File: config.mk
export PLATFORM = sky130hd
export DESIGN_NAME = progmem_arbiter
export DESIGN_NICKNAME = d
export VERILOG_FILES = /design/src/rtl/progmem_arbiter_pkg.sv /design/src/rtl/progmem_arbiter.sv
export SDC_FILE = /design/constraint.sdc
export NUM_CORES = 1
export LEC_CHECK = 0
export ABC_AREA = 1
export CAP_MARGIN = 10
export CORE_AREA = 2 2 121 123
export CTS_CLUSTER_DIAMETER = 100
export DETAILED_ROUTE_END_ITERATION = 16
export DIE_AREA = 0 0 123 125
export MAX_ROUTING_LAYER = met4
export PLACE_DENSITY = 0.6
export SYNTH_ARGS = -nofsm -noshare
export SYNTH_HDL_FRONTEND = slang
export SYNTH_SLANG_ARGS = --single-unit
export TNS_END_PERCENT = 5
File: constraint.sdc
create_clock -name clk -period 5.8 [get_ports clk]
set_input_delay 1.74 -clock clk [delete_from_list [all_inputs] [get_ports clk]]
set_output_delay 1.74 -clock clk [all_outputs]
set_load 0.03 [all_outputs]
File: src/rtl/progmem_arbiter_pkg.sv
// Shared definitions for the program-memory arbiter: state encoding,
// grant codes, default timing/error constants and the round-robin pick.
package progmem_arbiter_pkg;

  typedef enum logic {
    ST_IDLE = 1'b0,
    ST_BUSY = 1'b1
  } state_t;

  localparam int          DEF_TIMEOUT  = 15;
  localparam logic [31:0] DEF_ERR_DATA = 32'hFFFF_FFFF;

  localparam logic [1:0] GNT_NONE = 2'b00;
  localparam logic [1:0] GNT_M0   = 2'b01;
  localparam logic [1:0] GNT_M1   = 2'b10;

  // Round-robin choice: on a tie the port that did not win last time goes
  // next; a lone requester always wins.
  function automatic logic [1:0] rr_pick(input logic v0, input logic v1,
                                         input logic last_m1);
    logic [1:0] g;
    g = GNT_NONE;
    if (v0 && v1) g = last_m1 ? GNT_M0 : GNT_M1;
    else if (v0)  g = GNT_M0;
    else if (v1)  g = GNT_M1;
    return g;
  endfunction

endpackage

File: src/rtl/progmem_arbiter.sv
// Two-port arbiter in front of a single program-memory port.
// m0 is the CPU fetch port, m1 the loader/debug port.
//
// state | meaning
// ------+-------------------------------------------------------------
// IDLE  | no owner; a pending request is granted on the next edge
// BUSY  | granted port drives the memory; ends on mem_ready or timeout
module progmem_arbiter
  import progmem_arbiter_pkg::*;
#(
  parameter int          ADDR_WIDTH = 32,
  parameter int          TIMEOUT    = DEF_TIMEOUT,
  parameter logic [31:0] ERR_DATA   = DEF_ERR_DATA
) (
  input  logic                  clk,
  input  logic                  rstn,

  input  logic                  m0_valid,
  input  logic [ADDR_WIDTH-1:0] m0_addr,
  input  logic [31:0]           m0_wdata,
  input  logic [3:0]            m0_wstrb,
  output logic                  m0_ready,
  output logic [31:0]           m0_rdata,

  input  logic                  m1_valid,
  input  logic [ADDR_WIDTH-1:0] m1_addr,
  input  logic [31:0]           m1_wdata,
  input  logic [3:0]            m1_wstrb,
  output logic                  m1_ready,
  output logic [31:0]           m1_rdata,

  output logic                  mem_valid,
  output logic [ADDR_WIDTH-1:0] mem_addr,
  output logic [31:0]           mem_wdata,
  output logic [3:0]            mem_wstrb,
  input  logic                  mem_ready,
  input  logic [31:0]           mem_rdata,

  output logic [1:0]            grant,
  output logic                  timeout_err
);

  localparam logic [7:0] TIMEOUT_CNT = TIMEOUT[7:0];

  state_t     state;
  logic       last_m1;
  logic [7:0] wait_cnt;

  logic       busy;
  logic       wait_expired;
  logic       done;
  logic [31:0] rsp_data;

  assign busy         = (state == ST_BUSY);
  assign wait_expired = busy && (wait_cnt == TIMEOUT_CNT);
  // A real response in the expiry cycle takes precedence over the timeout.
  assign done         = busy && (mem_ready || wait_expired);
  assign timeout_err  = wait_expired && !mem_ready;
  assign rsp_data     = mem_ready ? mem_rdata : ERR_DATA;

  assign mem_valid = busy && !mem_ready;

  assign m0_ready = done && (grant == GNT_M0);
  assign m1_ready = done && (grant == GNT_M1);
  assign m0_rdata = m0_ready ? rsp_data : 32'h0;
  assign m1_rdata = m1_ready ? rsp_data : 32'h0;

  // Arbitration FSM: grant on leaving IDLE, count wait cycles in BUSY,
  // release the port on response or timeout.
  always_ff @(posedge clk or negedge rstn) begin
    if (!rstn) begin
      state    <= ST_IDLE;
      grant    <= GNT_NONE;
      last_m1  <= 1'b1;
      wait_cnt <= 8'd0;
    end else begin
      case (state)
        ST_IDLE: begin
          if (m0_valid || m1_valid) begin
            grant    <= rr_pick(m0_valid, m1_valid, last_m1);
            last_m1  <= rr_pick(m0_valid, m1_valid, last_m1) == GNT_M1;
            wait_cnt <= 8'd0;
            state    <= ST_BUSY;
          end
        end
        ST_BUSY: begin
          if (mem_ready || wait_expired) begin
            grant    <= GNT_NONE;
            wait_cnt <= 8'd0;
            state    <= ST_IDLE;
          end else begin
            wait_cnt <= wait_cnt + 8'd1;
          end
        end
      endcase
    end
  end

  // Memory request mux follows the owner; nothing is driven without one.
  always_comb begin
    mem_addr  = '0;
    mem_wdata = 32'h0;
    mem_wstrb = 4'h0;
    case (grant)
      GNT_M0: begin
        mem_addr  = m0_addr;
        mem_wdata = m0_wdata;
        mem_wstrb = m0_wstrb;
      end
      GNT_M1: begin
        mem_addr  = m1_addr;
        mem_wdata = m1_wdata;
        mem_wstrb = m1_wstrb;
      end
      default: begin
        mem_addr  = '0;
        mem_wdata = 32'h0;
        mem_wstrb = 4'h0;
      end
    endcase
  end

endmodule
* Word-level counts from Yosys, hierarchy flattened
Index checks and enable logic that the tools add are counted.
Operators by class: reduce and logical (&&, ||, !) cells 12, mux-type cells 20, bitwise logic cells 1, equal/unequal tests 6, $add $sub $neg 1
Operators with widths (number):
- 32-bit one-hot mux with 2 select lines | 2
- 32-bit two-way mux | 3
- 8-bit two-way mux | 2
- 8-bit one-hot mux with 2 select lines | 1
- 2-bit two-way mux | 7
- 8-bit by 1-bit adder with 8-bit output, second input constant | 1
- 8-bit by 4-bit equality test with 1-bit output, second input constant | 1
- 4-bit one-hot mux with 2 select lines | 1
- 1-bit logical AND | 7
- 2-bit equality test, second input constant | 2
- 2-bit one-hot mux with 2 select lines | 1
- 2-bit AND reduction | 2
- 2-bit by 1-bit equality test with 1-bit output, second input constant | 1
- 1-bit logical OR | 2
- 1-bit two-way mux | 2
- 2-bit by 1-bit inequality test with 1-bit output, second input constant | 1
- 2-bit inequality test, second input constant | 1
- 1-bit one-hot mux with 2 select lines | 1
- 1-bit logical NOT | 1
- 1-bit inverter | 1
Word-level totals: input port bits 173, register bits 12, output and inout bits 138, logic and storage cells 44

* Logic depth before layout (Yosys ltp)
word-level depth 6, gate-level depth with buffers 8, mapped depth without buffers 8

* Worst setup path before layout
OpenSTA, ideal clock, no wires.
path type input-to-output, start point in mem_ready, end point out m0_rdata[10], stages on the path 4, buffers on the path 1, arrival 2.687 ns, required time 4.060 ns, slack 1.373 ns, cells stage by stage inv_1 > clkbuf_1 > nor2_1 > nor2_1
Between the ends: word-level cells in the longest chain between the ends 4, elaborated cells between the ends (all ways) 5, those cells by class mux: 2; reduce/logical: 3
Ends and longest elaborated chain:
- start, declared | line progmem_arbiter.sv:36 | input logic mem_ready,
- 1-bit logical OR | line progmem_arbiter.sv:57 | assign done = busy && (mem_ready || wait_expired);
- 1-bit logical AND | line progmem_arbiter.sv:57
- 1-bit logical AND | line progmem_arbiter.sv:63 | assign m0_ready = done && (grant == GNT_M0);
- 32-bit two-way mux * | line progmem_arbiter.sv:65 | assign m0_rdata = m0_ready ? rsp_data : 32'h0;
- end, declared | line progmem_arbiter.sv:23 | output logic [31:0] m0_rdata,
Every way passes the cells marked *; elsewhere a longest branch is shown, timed or not.

* Worst setup path in the final report
start point in mem_ready, end point out m0_ready
Between the ends: word-level cells in the longest chain between the ends 3
Ends and longest elaborated chain:
- 1-bit logical OR | line progmem_arbiter.sv:57
- 1-bit logical AND | line progmem_arbiter.sv:57
- 1-bit logical AND | line progmem_arbiter.sv:63
- end, declared | line progmem_arbiter.sv:22 | output logic m0_ready,
Every way passes these cells.

==> results.md <==
- Final Setup Violations: 0
- Pleak: 2.20 nW
- Total net switching power: 741 uW
- Synth area leaders: nand2_1, nor2_1, a21oi_1
- Distinct cell type count of the synthesized netlist: 22
- Gr usage total: 0.147
- Layout Nets: 890
- Tmin final: 4.96 ns
- Starting density of the core: 0.148
- Crit Path Class: in2out
- Sequential element share of the synthesized area: 0.144
- Top_reg_cell synth: dfrtp_1
- Syn_area_per_cell: 4.94 sq um
- Crit path launch type: input port
- Clock sink count: 12
- Clock Skew: 0.00307 ns
- Full die area: 15400 sq um
- Gate power share: 0.816
- CTS buffer count: 3
- Vias in the first global route: 3306
- Post-synth top area cell: nand2_1
- Tightest Pin Transition: 0.826 ns
- Worst slew margin: 0.449
- CTS max path bufs: 2
- Count leader, synth: nand2_1
- Number of post-CTS setup repair buffers: 0
- Gate Count Post-Synth: 425
- EDFF count, synth: 0
- Die H: 125 um
- Layout area overhead: 150%
- Final setup margin: 0.835 ns
- Share of power burned in registers: 0.081
- Boundary Pins: 311
- WL final: 12.4 mm
- Routed length per instance: 13.8 um
- Total number of vias: 3699
- CTS H-tree depth: 1
- Pre-CTS WS: 0.824 ns
- HPWL after detailed placement: 9.80 mm
- Switching Share: 0.539
- IO Port Bufs: 310
- Initial antenna violation count: 0
- DRT iter0 DRCs: 157
- Filler Cells Inserted: 1533
- Int Pwr: 634 uW
- Routability cong.: 0.796
- Die X: 123 um
- Status: complete, no violations
- Largest net degree at the start of global routing: 69
- Flops & latches, synth: 12
- Skew-Pair Late Insertion Delay: 0.24 ns
- Fin util: 0.370
- Crit path DAT: 3.22 ns
- Hold buffer count at cts: 0
- Area share of the largest cell type after synthesis: 0.300
- Required time of the worst setup path: 4.06 ns
- Async S/R FF share, synth: 1.00
- Max Cap Viol: 0
- Share of post-route cells with drive strength above 1: 0.115
- Clock group share of total power: 0.103
- Commonest cells post-synth: nand2_1, nor2_1, a21oi_1
- R2R Setup Slk: 4.20 ns
- First-pass DRT Iterations: 4
- Worst-path clk slew: 0.04 ns
- Residual DRC count: 0
- Final Slew Violations: 0
- Antenna-violating nets left: 0
- Crit path max fanout: 3
- Cell Pwr Density: 262 nW/um^2
- Core Area: 14200 sq um
- Grt total ovfl: 0
- Unrepaired setup endpoints after global routing: false
- CP endpoint kind: output port
- N_diodes: 0
- VDD IR max: 0.189 mV
- Final Cycle Share: 0.856
- Synthesis Warnings: 0
- Routed vias/inst: 4.12
- TritonCTS clock tree: yes
- Post-Syn Area: 2100 sq um
- Hold Crit Class: reg2reg
- Endpoints failing hold: 0
- Maximum clock frequency: 201 MHz
- Final setup TNS: 0 ns
- Root buffer cell: clkbuf_16
- PostCTS Resize Cnt: 0
- Row cnt: 44
- First-pass GRT wire length: 17.5 mm
- Syn nets: 601
-- sequential cells by signal, summed over array words and instances, names as in the netlist --
signal	flops
last_m1	1
wait_cnt	8
busy	1
grant	2
-- critical path, stage by stage --
cell	delay [ns]
clkdlybuf4s50_1	0.50
inv_1	0.09
nand2_4	0.10
nand3_4	0.06
inv_1	0.07
clkdlybuf4s50_1	0.66
-- path summary, 6_finish.rpt --
check                            startpoint     endpoint  cells after the start
worst max-delay path              mem_ready     m0_ready                      6
worst min-delay path                last_m1      last_m1                      2
worst max register to register  wait_cnt[0]     grant[1]                      8
worst min register to register      last_m1      last_m1                      2
max in group asynchronous              rstn      last_m1                      1
min in group asynchronous              rstn  wait_cnt[3]                      1
-- per-layer routing --
metal	track usage	routed length (um)	vias to the layer above
met2	0.267	6110	219
li1	-	-	1905
met3	0.0192	1160	13
met5	-	0	-
met1	0.174	4980	1562
met4	0.0221	127	0
-- placed cells by master (no fill, tap or decap), types with 6 or more instances in the layout --
cell type	n
clkdlybuf4s50_1	246
o21ai_0	6
buf_4	70
nand2_1	168
nor2_1	106
inv_1	13
dfrtp_1	11
a21oi_1	68
-- per-stage QoR --
| step | instances | hold slack, ns | power, mW | instance area (sq um) |
|---|---|---|---|---|
| 6_report | 897 | 0.479 | 1.37 | 5260 |
| 5_1_grt | 897 | 0.506 | 1.46 | 5260 |
| 4_1_cts | 897 | 0.478 | 1.39 | 5260 |
| 3_5_place_dp | 893 | 0.471 | 1.24 | 5170 |
| 3_3_place_gp | 893 | 0.474 | 1.25 | 5170 |
| 2_1_floorplan | 425 | 0.454 | 0.748 | 2100 |
-- final cells by class --
type | count | area (sq um) | share of cell area
sequential | 12 | 302 | 0.0574
inverter | 13 | 48.8 | 0.00928
timing repair buffer | 317 | 3010 | 0.572
multi-input combinational | 367 | 1580 | 0.300
tap | 184 | 230 | 0.0438
clock buffer | 4 | 88.8 | 0.0169
-- logic make-up after synthesis --
kind of cell / after synthesis / share of synthesized area
AND/OR/NAND/NOR: 284 / 0.534
AO/OA/AOI/OAI: 78 / 0.190
buffers and inverters: 46 / 0.107
flip-flops: 12 / 0.144
adder cells (fa/ha/maj): 3 / 0.0179
XOR/XNOR: 2 / 0.00834
-- power by group through the flow --
stage               registers, mW  clock network (mW)  logic [mW]
finish                      0.111               0.142        1.12
global placement            0.113                   0        1.14
floorplan                   0.118                   0       0.631
global route                0.113               0.150        1.20
detailed placement          0.113                   0        1.13
CTS                         0.112               0.145        1.13
Note: power is estimated with default switching activity, not from simulation.
